File: src/rtl/pipe_ctrl_pkg.sv
// Shared types and constants for the pipe_ctrl stall/flush scheduler.
package pipe_ctrl_pkg;

  localparam int unsigned REG_ADDR_W      = 5;
  localparam int unsigned MEM_TIMEOUT_DEF = 255;
  localparam int unsigned PERF_W          = 32;

  typedef enum logic [1:0] {
    ST_RUN      = 2'd0,
    ST_MEM_WAIT = 2'd1,
    ST_HALT     = 2'd2
  } state_e;

  typedef struct packed {
    logic pc_en;
    logic if_id_en;
    logic if_id_flush;
    logic id_ex_en;
    logic id_ex_flush;
    logic ex_mem_en;
    logic mem_wb_en;
    logic mem_wb_bubble;
  } ctrl_t;

  localparam ctrl_t CTRL_IDLE = '{pc_en: 1'b0, if_id_en: 1'b0, if_id_flush: 1'b0,
                                  id_ex_en: 1'b0, id_ex_flush: 1'b0, ex_mem_en: 1'b0,
                                  mem_wb_en: 1'b0, mem_wb_bubble: 1'b0};
  localparam ctrl_t CTRL_ALL_EN = '{pc_en: 1'b1, if_id_en: 1'b1, if_id_flush: 1'b0,
                                    id_ex_en: 1'b1, id_ex_flush: 1'b0, ex_mem_en: 1'b1,
                                    mem_wb_en: 1'b1, mem_wb_bubble: 1'b0};
  localparam ctrl_t CTRL_MEM_STALL = '{pc_en: 1'b0, if_id_en: 1'b0, if_id_flush: 1'b0,
                                       id_ex_en: 1'b0, id_ex_flush: 1'b0, ex_mem_en: 1'b0,
                                       mem_wb_en: 1'b0, mem_wb_bubble: 1'b1};
  localparam ctrl_t CTRL_RESET = '{pc_en: 1'b0, if_id_en: 1'b0, if_id_flush: 1'b1,
                                   id_ex_en: 1'b0, id_ex_flush: 1'b1, ex_mem_en: 1'b0,
                                   mem_wb_en: 1'b0, mem_wb_bubble: 1'b1};

  // Normal-flow controls: branch redirect outranks a load-use stall.
  function automatic ctrl_t run_ctrl(input logic branch, input logic lu);
    ctrl_t c;
    c = CTRL_ALL_EN;
    if (branch) begin
      c.if_id_flush = 1'b1;
      c.id_ex_flush = 1'b1;
    end else if (lu) begin
      c.pc_en       = 1'b0;
      c.if_id_en    = 1'b0;
      c.id_ex_flush = 1'b1;
    end
    return c;
  endfunction

endpackage

File: src/rtl/hazard_detect.sv
// Combinational load-use hazard check between the EX load and the ID sources.
module hazard_detect
  import pipe_ctrl_pkg::*;
#(
  parameter int unsigned REG_ADDR_WIDTH = REG_ADDR_W
) (
  input  logic [REG_ADDR_WIDTH-1:0] id_rs1_addr_i,
  input  logic [REG_ADDR_WIDTH-1:0] id_rs2_addr_i,
  input  logic                      id_rs1_used_i,
  input  logic                      id_rs2_used_i,
  input  logic                      ex_is_load_i,
  input  logic                      ex_reg_wen_i,
  input  logic [REG_ADDR_WIDTH-1:0] ex_reg_waddr_i,
  output logic                      lu_hazard_o
);

  logic rs1_hit;
  logic rs2_hit;

  // x0 is hardwired, so a load targeting it never blocks a consumer.
  always_comb begin
    rs1_hit     = id_rs1_used_i && (id_rs1_addr_i == ex_reg_waddr_i);
    rs2_hit     = id_rs2_used_i && (id_rs2_addr_i == ex_reg_waddr_i);
    lu_hazard_o = ex_is_load_i && ex_reg_wen_i && (ex_reg_waddr_i != '0) && (rs1_hit || rs2_hit);
  end

endmodule

File: src/rtl/pipe_ctrl.sv
// Stall/flush scheduler for the 5-stage core; PIPE_CTRL_PERF_EN adds
// saturating performance counters.
module pipe_ctrl
  import pipe_ctrl_pkg::*;
#(
  parameter int unsigned REG_ADDR_WIDTH = REG_ADDR_W,
  parameter int unsigned MEM_TIMEOUT    = MEM_TIMEOUT_DEF
) (
  input  logic                      clk,
  input  logic                      rst,
  input  logic [REG_ADDR_WIDTH-1:0] id_rs1_addr_i,
  input  logic [REG_ADDR_WIDTH-1:0] id_rs2_addr_i,
  input  logic                      id_rs1_used_i,
  input  logic                      id_rs2_used_i,
  input  logic                      ex_is_load_i,
  input  logic                      ex_reg_wen_i,
  input  logic [REG_ADDR_WIDTH-1:0] ex_reg_waddr_i,
  input  logic                      ex_branch_taken_i,
  input  logic                      mem_req_i,
  input  logic                      mem_ack_i,
  input  logic                      wb_ebreak_i,
  output logic                      pc_en_o,
  output logic                      if_id_en_o,
  output logic                      if_id_flush_o,
  output logic                      id_ex_en_o,
  output logic                      id_ex_flush_o,
  output logic                      ex_mem_en_o,
  output logic                      mem_wb_en_o,
  output logic                      mem_wb_bubble_o,
  output logic                      halt_o,
  output logic                      fault_o
`ifdef PIPE_CTRL_PERF_EN
  ,
  output logic [PERF_W-1:0]         perf_lu_stall_o,
  output logic [PERF_W-1:0]         perf_mem_wait_o,
  output logic [PERF_W-1:0]         perf_flush_o
`endif
);

  localparam int unsigned CNT_W = $clog2(MEM_TIMEOUT + 1);

  state_e           state_q, state_d;
  logic [CNT_W-1:0] cnt_q, cnt_d;
  logic             fault_q, fault_d;
  logic             lu_hazard;
  ctrl_t            ctrl;
  logic             halt_c;
  logic             fault_c;

  hazard_detect #(.REG_ADDR_WIDTH(REG_ADDR_WIDTH)) u_hazard_detect (
    .id_rs1_addr_i  (id_rs1_addr_i),
    .id_rs2_addr_i  (id_rs2_addr_i),
    .id_rs1_used_i  (id_rs1_used_i),
    .id_rs2_used_i  (id_rs2_used_i),
    .ex_is_load_i   (ex_is_load_i),
    .ex_reg_wen_i   (ex_reg_wen_i),
    .ex_reg_waddr_i (ex_reg_waddr_i),
    .lu_hazard_o    (lu_hazard)
  );

  always_ff @(posedge clk) begin
    if (rst) begin
      state_q <= ST_RUN;
      cnt_q   <= '0;
      fault_q <= 1'b0;
    end else begin
      state_q <= state_d;
      cnt_q   <= cnt_d;
      fault_q <= fault_d;
    end
  end

  always_comb begin
    state_d = state_q;
    cnt_d   = cnt_q;
    fault_d = fault_q;
    ctrl    = CTRL_IDLE;
    halt_c  = 1'b0;
    fault_c = fault_q;
    unique case (state_q)
      ST_RUN: begin
        if (wb_ebreak_i) begin
          state_d = ST_HALT;
        end else if (mem_req_i && !mem_ack_i) begin
          ctrl    = CTRL_MEM_STALL;
          cnt_d   = CNT_W'(1);
          state_d = ST_MEM_WAIT;
        end else begin
          ctrl = run_ctrl(ex_branch_taken_i, lu_hazard);
        end
      end
      ST_MEM_WAIT: begin
        // A late ack beats the timeout in the same cycle.
        if (mem_ack_i) begin
          ctrl    = run_ctrl(ex_branch_taken_i, lu_hazard);
          state_d = ST_RUN;
        end else if (cnt_q >= CNT_W'(MEM_TIMEOUT)) begin
          ctrl    = CTRL_MEM_STALL;
          halt_c  = 1'b1;
          fault_c = 1'b1;
          fault_d = 1'b1;
          state_d = ST_HALT;
        end else begin
          ctrl  = CTRL_MEM_STALL;
          cnt_d = cnt_q + CNT_W'(1);
        end
      end
      ST_HALT: begin
        halt_c = 1'b1;
      end
      default: begin
        state_d = ST_RUN;
      end
    endcase
    if (rst) begin
      ctrl    = CTRL_RESET;
      halt_c  = 1'b0;
      fault_c = 1'b0;
    end
  end

  assign pc_en_o         = ctrl.pc_en;
  assign if_id_en_o      = ctrl.if_id_en;
  assign if_id_flush_o   = ctrl.if_id_flush;
  assign id_ex_en_o      = ctrl.id_ex_en;
  assign id_ex_flush_o   = ctrl.id_ex_flush;
  assign ex_mem_en_o     = ctrl.ex_mem_en;
  assign mem_wb_en_o     = ctrl.mem_wb_en;
  assign mem_wb_bubble_o = ctrl.mem_wb_bubble;
  assign halt_o          = halt_c;
  assign fault_o         = fault_c;

`ifdef PIPE_CTRL_PERF_EN
  logic [PERF_W-1:0] perf_lu_q, perf_mw_q, perf_fl_q;
  logic              lu_evt, br_evt, mw_evt;

  // Load-use keeps IF/ID un-flushed; a branch flushes IF/ID with the PC running.
  assign lu_evt = !rst && ctrl.id_ex_flush && !ctrl.if_id_flush;
  assign br_evt = !rst && ctrl.if_id_flush && ctrl.pc_en;
  assign mw_evt = (state_q == ST_MEM_WAIT);

  always_ff @(posedge clk) begin
    if (rst) begin
      perf_lu_q <= '0;
      perf_mw_q <= '0;
      perf_fl_q <= '0;
    end else if (state_q != ST_HALT) begin
      if (lu_evt && (perf_lu_q != '1)) perf_lu_q <= perf_lu_q + PERF_W'(1);
      if (mw_evt && (perf_mw_q != '1)) perf_mw_q <= perf_mw_q + PERF_W'(1);
      if (br_evt && (perf_fl_q != '1)) perf_fl_q <= perf_fl_q + PERF_W'(1);
    end
  end

  assign perf_lu_stall_o = perf_lu_q;
  assign perf_mem_wait_o = perf_mw_q;
  assign perf_flush_o    = perf_fl_q;
`endif

endmodule

File: config.mk
export PLATFORM = sky130hd
export DESIGN_NAME = pipe_ctrl
export DESIGN_NICKNAME = d
export VERILOG_FILES = /design/src/rtl/pipe_ctrl_pkg.sv /design/src/rtl/hazard_detect.sv /design/src/rtl/pipe_ctrl.sv
export SDC_FILE = /design/constraint.sdc
export NUM_CORES = 1
export LEC_CHECK = 0
export CORE_ASPECT_RATIO = 0.9
export CORE_MARGIN = 5
export CORE_UTILIZATION = 39
export CTS_CLUSTER_DIAMETER = 50
export DETAILED_ROUTE_END_ITERATION = 8
export PLACE_DENSITY_LB_ADDON = 0.25
export SETUP_SLACK_MARGIN = 0.15
export SYNTH_ARGS = -nofsm -noshare
export SYNTH_HDL_FRONTEND = slang
export SYNTH_SLANG_ARGS = --single-unit
File: constraint.sdc
create_clock -name clk -period 1.7 [get_ports clk]
set_input_delay 0.255 -clock clk [delete_from_list [all_inputs] [get_ports clk]]
set_output_delay 0.255 -clock clk [all_outputs]
set_load 0.02 [all_outputs]
* Yosys cells after proc, flatten, opt, wreduce, memory -nomap -nowiden
Index checks and enable logic that the tools add are counted.
** Operators by class
- Mux-type cells :: 28
- $lt $le $gt $ge :: 1
- Add/sub/neg operators :: 1
- Bitwise logic cells :: 1
- Equality and inequality tests :: 10
- Reductions and logical operators :: 13
** Operators by type and width (number)
- $mux 8 :: 8
- $pmux 8 s2 :: 2
- $mux 2 :: 6
- $eq 5x5->1 :: 2
- $mux 1 :: 10
- $add 8x1->8 const B :: 1
- $ge 8x8->1 const B :: 1
- $ne 2x2->1 const B :: 4
- $logic_and 1x1->1 :: 6
- $ne 3x3->1 const B :: 2
- $pmux 2 s3 :: 1
- $reduce_and 5->1 :: 1
- $reduce_bool 5->1 :: 1
- $reduce_and 3->1 :: 1
- $eq 2x1->1 const B :: 1
- $eq 2x2->1 const B :: 1
- $logic_not 2->1 :: 1
- $pmux 1 s2 :: 1
- $reduce_bool 2->1 :: 1
- $logic_not 1->1 :: 1
- $logic_or 1x1->1 :: 1
- $not 1->1 :: 1
** Storage, ports and cells
- Register bits :: 11

* Longest topological paths before layout
Gate-level depths: netlist of run 1.
- Depth in word-level cells :: 10
- Mapped depth :: 8
- Mapped depth without buffers :: 6

* Hierarchy
Synthesis of run 1 repeated with hierarchy kept, for this count alone.
** Second synthesis, totals
- Cell total of the unflattened synthesis :: 117
- Area total of the unflattened synthesis :: 934.6 um^2
** Modules (own cells, without submodules)
- pipe_ctrl :: instances 1, area an instance 799.5 um^2, cells each 100, sequential area each 220.2 um^2
- hazard_detect :: instances 1, area an instance 135.1 um^2, cells each 17, sequential area each 0.0 um^2

* Worst setup path after synthesis of run 1
OpenSTA, ideal clock, no wires.
- Path type :: flip-flop to output port
- Start point :: register state_q[0]
- End point :: output port pc_en_o
- Arrival time :: 1.908 ns
- Path slack :: -0.463 ns
- Required time :: 1.445 ns
- Cell stages (with the launch flop) :: 8
- Path through :: dfxtp_1 -> inv_1 -> ha_1 -> nor2b_1 -> a22oi_1 -> nor2_1 -> o31a_1 -> buf_4
** On the way
- Word-level cells in the longest chain between the ends :: 3
** Ends and longest elaborated chain
- start: declaration :: RTL line pipe_ctrl.sv:42 : state_e state_q, state_d;
- start signal: assignment :: RTL line pipe_ctrl.sv:67 : state_q <= state_d;
- $eq 2x1->1 or $logic_not 2->1 (tied branches) :: RTL line pipe_ctrl.sv:80 : unique case (state_q)
- $pmux 8 s2 * :: RTL line pipe_ctrl.sv:80
- $mux 8 * :: RTL line pipe_ctrl.sv:115 : if (rst) begin
- end: declaration :: RTL line pipe_ctrl.sv:22 : output logic pc_en_o,
Mark *: on every way between the ends. The rest lies on a longest branch, timed or not.

* Worst setup path after layout of run 1
- Start point :: register cnt_q[0]
- End point :: output port fault_o
** On the way
- Word-level cells in the longest chain between the ends :: 5
** Ends and longest elaborated chain
- start: declaration :: RTL line pipe_ctrl.sv:43 : logic [CNT_W-1:0] cnt_q, cnt_d;
- start signal: assignment :: RTL line pipe_ctrl.sv:68 : cnt_q <= cnt_d;
- $ge 8x8->1 :: RTL line pipe_ctrl.sv:97 : end else if (cnt_q >= CNT_W'(MEM_TIMEOUT)) begin
- $mux 1 (2 in series)
- $mux 1 :: RTL line pipe_ctrl.sv:80
- $mux 1
- end: declaration :: RTL line pipe_ctrl.sv:31 : output logic fault_o
Every way passes these cells.

==> flow_metrics.tcl, run 1 <==
set metrics [dict create \
    status "complete, but fails checks" \
    violations "negative setup slack" \
    synth-edff-count 0 \
    nFillCells 109 \
    slew_headroom_pct 79.36 \
    worst-path-buf-inv 1 \
    ys_warn_count 0 \
    grt_pass1_wl_um 5720 \
    gp_congestion 0.8367 \
    area_growth_pct 103.5 \
    internal-power_uw 676.7 \
    cp.depth 6 \
    start_util_pct 40.97 \
    p_sw_uw 432.8 \
    drt_first_pass_iters 4 \
    timing.hold.ws_ns 0.4823 \
    die_x_um 60.70 \
    synth_ff_type "dfxtp_1" \
    setup_viol 12 \
    seq_area_frac_synth_pct 24.41 \
    grtUsageTotal_pct 22.03 \
    p_comb_share_pct 56.1 \
    htree_levels 1 \
    ff2ff_setup_slack_ns -0.03 \
    final_common_cell "buf_4" \
    cp_top_family "simple AND/OR/NAND/NOR gates" \
    final_cell_mix "31 x buf_4, 20 x buf_6, 9 x buf_2, 8 x xor2_1, 8 x clkdlybuf4s50_1" \
    fin_crit_ns 1.948 \
    swShare_pct 39.01 \
    crit_end "fault_o" \
    syn_area_sq_um 902.1 \
    fin_tns_setup_ns -1.719 \
    ir_drop_v 0.0008288 \
    critical_path_class "reg2out" \
    cp_cell_sequence "ha_4 > nand4_1 > or2_4 > nor3_4 > o21a_1 > buf_6" \
    clockRootBuffer "clkbuf_4" \
    cpMaxStageDelayCell "dfxtp_2" \
    grt_pass1_vias 1208 \
    portBuffers 34 \
    worst_pin_slew_ns 0.3070 \
    min_path_type "reg2reg" \
    wl_per_cell_um 20.87 \
    worstSetupEndpointType "output pin" \
    dpl.hpwl_um 2345 \
    overflow 0 \
    r2r-start "state_q[0]" \
    layout-drive-gt1-share_pct 56.91 \
    dieArea_sq_um 3376 \
    p_leak_uw 0.0008144 \
    fin_crit_sh_pct 114.6 \
    rr_worst_depth 7 \
    async_flop_share_pct 0 \
    rsz0062_at_grt "true" \
    cts.sinks 11 \
    clock.fmax_mhz 513.2 \
    drc 0 \
    syn_nets 143 \
    grt_max_degree 9 \
    ioPinCount 35 \
    worstPathRequired_ns 1.44 \
    worstPathMaxFanout 2 \
    insertion_delay_ns 0.29 \
    critPathArrivalTime_ns 1.69 \
    clk_pin_slew_ns 0.09 \
    cpPeakStageDelay_ns 0.36 \
    slew_viol_final 0 \
    synth-seq-cells 11 \
    cts-hold-fix-buffers 0 \
    utilization_pct 83.35 \
    synthCells 114 \
    die_h_um 55.63 \
    fin_ws_ns -0.2485 \
    r2r_end "cnt_q[3]" \
    finClkSkew_ns 0.005867 \
    crit_path_start_kind "register" \
    clockBufferDepth 2 \
    rows 16 \
    pwr-share-clk_pct 18.0 \
    seqPwrFrac_pct 26.0 \
    vias_per_cell 5.926 \
    antenna_left 0 \
    cts_tree "yes" \
    nets 218 \
    cap_violations 0 \
    routed_wl_um 4486 \
    fp.coreArea_sq_um 2202 \
    cts_buffers 3 \
    synthDistinctLibCells 41 \
    num_antenna_cells 0 \
    startpoint "cnt_q[0]" \
    hold_viol 0 \
    p_per_area_nw_per_um2 604.5 \
    antenna_found_initial 0 \
    dr_total_vias 1274 \
    avgSynthCellArea_sq_um 7.913 \
    drt_iter0_markers 96 \
]
==> registers in the layout, indices dropped and copies added (netlist names) <==
name     count
fault_q      1
state_q      2
cnt_q        8
==> area by class of cell <==
type | instances | area (sq um) | area share, %
sequential | 11 | 227.7 | 12.41
clock buffer | 3 | 22.52 | 1.227
timing repair buffer | 77 | 680.7 | 37.08
tap | 27 | 33.78 | 1.840
inverter | 5 | 23.77 | 1.295
clock inverter | 1 | 5.005 | 0.2727
multi-input combinational | 91 | 842.1 | 45.88
==> power by group through the flow <==
stage	combinational [uW]	sequential (uW)	clock [uW]
after floorplan	248	289	0
final	622	288	199
after CTS	518	288	198
after detailed placement	461	289	0
after global routing	654	291	218
after global placement	449	286	0
==> stage by stage <==
step	total power [uW]	cell area [sq um]	worst slack, ns	std cells
floorplan	536.6	953.4	-0.02492	114
CTS	1004	1668	-0.1843	210
detailed placement	749.4	1495	-0.8595	197
global placement	735.6	1495	-0.7834	197
finish	1110	1836	-0.2485	215
global route	1163	1836	-0.3353	215
==> per-layer routing <==
| metal | vias up | part of all wire, % | global-route usage (%) |
|---|---|---|---|
| met1 | 593 | 35 | 24.51 |
| met4 | 0 | 5.4 | 5.882 |
| met2 | 95 | 51 | 41.07 |
| met3 | 26 | 8.6 | 3.944 |
| li1 | 560 | - | - |
| met5 | - | 0 | 0 |
==> cell usage after synthesis (2+ instances only) <==
cell | number | area, sq um
a211oi_1 | 2 | 15.01
or3_1 | 2 | 12.51
ha_1 | 4 | 50.05
nor3_1 | 4 | 20.02
buf_4 | 3 | 22.52
nor4_1 | 2 | 12.51
clkbuf_1 | 2 | 7.510
inv_1 | 5 | 18.77
a21oi_1 | 9 | 45.04
nand2_1 | 6 | 22.52
xnor2_1 | 2 | 17.52
nor2_1 | 6 | 22.52
mux2i_1 | 5 | 50.05
xor2_1 | 8 | 70.07
nand3_1 | 6 | 30.03
nor2b_1 | 2 | 12.51
nand4_1 | 3 | 18.77
nand2b_1 | 6 | 37.54
dfxtp_1 | 11 | 220.2
o21ai_0 | 5 | 25.02
==> timing repair <==
item                                    4_1_cts  5_1_grt
pin swaps                                    27       14
gates cloned                                  1        0
buffers inserted                              8        5
endpoints found under the setup margin       20       20
resized for setup                           131       28
endpoints found under the hold margin         0        0
==> worst min-delay path: cells and delay by family, from the launching register on <==
kind          cells  cell delay (ns)
simple gates      1             0.06
mux               1             0.05
flops             1             0.33
==> worst min path at each step <==
stage / slack [ns] / to / depth (start not counted) / startpoint
2_1_floorplan: 0.44 / cnt_q[6] / 2 / cnt_q[6]
3_3_place_gp: 0.45 / fault_q / 1 / fault_q
3_5_place_dp: 0.48 / cnt_q[7] / 2 / cnt_q[7]
4_1_cts: 0.49 / cnt_q[7] / 2 / cnt_q[7]
5_1_grt: 0.52 / cnt_q[7] / 2 / cnt_q[7]
6_report: 0.48 / cnt_q[7] / 2 / cnt_q[7]
==> logic make-up after synthesis <==
logic type	synth area share, %
buf+inv	7.212
flops	24.41
mux	5.548
fa+ha+maj	5.548
simple gates	27.05
xor+xnor	9.709
compound gates	20.53
Power figures use the tool's default switching activity.
==> run 2, diff against run 1 <==
--- a/config.mk
+++ b/config.mk
@@ -6,11 +6,12 @@
 export NUM_CORES = 1
 export LEC_CHECK = 0
 export CORE_ASPECT_RATIO = 0.9
-export CORE_MARGIN = 5
-export CORE_UTILIZATION = 39
+export CORE_UTILIZATION = 55
 export CTS_CLUSTER_DIAMETER = 50
 export DETAILED_ROUTE_END_ITERATION = 8
+export DONT_BUFFER_PORTS = 1
 export PLACE_DENSITY_LB_ADDON = 0.25
+export REMOVE_ABC_BUFFERS = 1
 export SETUP_SLACK_MARGIN = 0.15
 export SYNTH_ARGS = -nofsm -noshare
 export SYNTH_HDL_FRONTEND = slang
==> run 2 against run 1 <==
Sequential power about the same. Register-to-register slack got worse by 0.12 ns. The flow still finishes with violations (negative setup slack). First-iteration DRC count decreased by 9.4%. Sequential share of layout area rose by 4.3 points.
==> flow_metrics.tcl, run 2 (synthesis gave the netlist of run 1 again) <==
set metrics [dict create \
    nFillCells 49 \
    critical_path_class "reg2out" \
    area_growth_pct 51.18 \
    ioPinCount 35 \
    final_common_cell "buf_4" \
    drt_iter0_markers 87 \
    routed_wl_um 3730 \
    setup_viol 20 \
    largest-register "cnt_q" \
    min_path_type "in2reg" \
    slew_viol_final 0 \
    rsz0062_at_grt "true" \
    fp.coreArea_sq_um 1480 \
    largest_register_ffs 8 \
    cts_tree "yes" \
    slew_headroom_pct 78.87 \
    vias_per_cell 7.202 \
    worst_pin_slew_ns 0.3159 \
    die_x_um 44.69 \
    insertion_delay_ns 0.28 \
    grt_pass1_wl_um 4560 \
    dr_total_vias 1174 \
    portBuffers 0 \
    clock.fmax_mhz 510.5 \
    ir_drop_v 0.0006227 \
    layout-drive-gt1-share_pct 46.81 \
    crit_path_start_kind "register" \
    cts_buffers 3 \
    cap_violations 0 \
    worstSetupEndpointType "output pin" \
    final_cell_mix "19 x buf_4, 10 x buf_6, 8 x xor2_1, 7 x dfxtp_1" \
    fin_ws_ns -0.2588 \
    status "complete, but fails checks" \
    rows 13 \
    p_leak_uw 0.0005429 \
    clockRootBuffer "clkbuf_4" \
    timing.hold.ws_ns 0.02690 \
    worstPathRequired_ns 1.44 \
    overflow 0 \
    antenna_found_initial 0 \
    critPathArrivalTime_ns 1.70 \
    drc 0 \
    place_inst 146 \
    fin_tns_setup_ns -2.085 \
    gp_congestion 0.8414 \
    worstPathMaxFanout 2 \
    die_h_um 40.42 \
    dpl.hpwl_um 1653 \
    htree_levels 1 \
    finClkSkew_ns 0.008270 \
    top_regs "cnt_q x8, state_q x2, fault_q x1" \
    stdcell_count 163 \
    fin_crit_ns 1.959 \
    antenna_left 0 \
    grt_max_degree 12 \
    nets 171 \
    grtUsageTotal_pct 37.72 \
    wl_per_cell_um 22.88 \
    fin_crit_sh_pct 115.2 \
    start_util_pct 60.95 \
    ff2ff_setup_slack_ns -0.15 \
    violations "negative setup slack" \
    clk_pin_slew_ns 0.08 \
    hold_viol 0 \
    totalPowerFinal_uw 966.2 \
    dieArea_sq_um 1806 \
    p_per_area_nw_per_um2 708.4 \
    clockBufferDepth 2 \
    num_antenna_cells 0 \
    drt_first_pass_iters 5 \
    cts.sinks 11 \
    grt_pass1_vias 979 \
]
==> run 2: repair_timing <==
item                                    4_1_cts  5_1_grt
endpoints found under the setup margin       21       20
resized for setup                            44       13
setup buffers                                 9        4
hold buffers                                  0        0
pin swaps                                    21       22
==> run 2: worst paths after layout <==
path,endpoint,from,cells past startpoint
setup reg to reg,cnt_q[3],state_q[0],8
hold / removal,cnt_q[1],rst,1
setup / recovery,halt_o,cnt_q[1],5
hold reg to reg,cnt_q[6],cnt_q[6],2
==> run 2: metal layers <==
layer	wire [um]	track usage [%]	part of all wire [%]	up-vias
met1	1308	41.01	35	531
met3	446	13.06	12	47
met4	255	15.91	6.8	0
met5	0	0	0	-
li1	-	-	-	470
met2	1720	68.01	46	126
==> run 2: report_power, final <==
| group | internal, uW | switching [uW] |
|---|---|---|
| combinational | 230 | 256 |
| clock | 91.1 | 100 |
| sequential | 273 | 16.4 |
| total | 594 | 372 |
==> run 2: final cells by class <==
class | instances | area, sq um | area share (%)
Clock buffer | 4 | 26.28 | 1.927
Inverter | 5 | 23.77 | 1.743
Multi-Input combinational cell | 91 | 783.3 | 57.43
Sequential cell | 11 | 227.7 | 16.70
Tap cell | 22 | 27.53 | 2.018
Timing Repair Buffer | 30 | 275.3 | 20.18
==> run 2: per-stage QoR <==
step                      area, sq um  worst slack (ns)  util, %
final                            1364           -0.2588    92.14
after global routing             1364           -0.2700    92.14
after CTS                        1277           -0.1481    86.31
after detailed placement         1023          -0.03222    69.15
after global placement           1023           0.04986    69.15
after floorplan                 855.8           -0.8650        -
==> run 2: critical path, stage by stage (launching register included) <==
cell     delay, ns
dfxtp_2       0.36
ha_4          0.15
nand4_1       0.16
or2_4         0.30
nor3_4        0.22
o211a_4       0.24
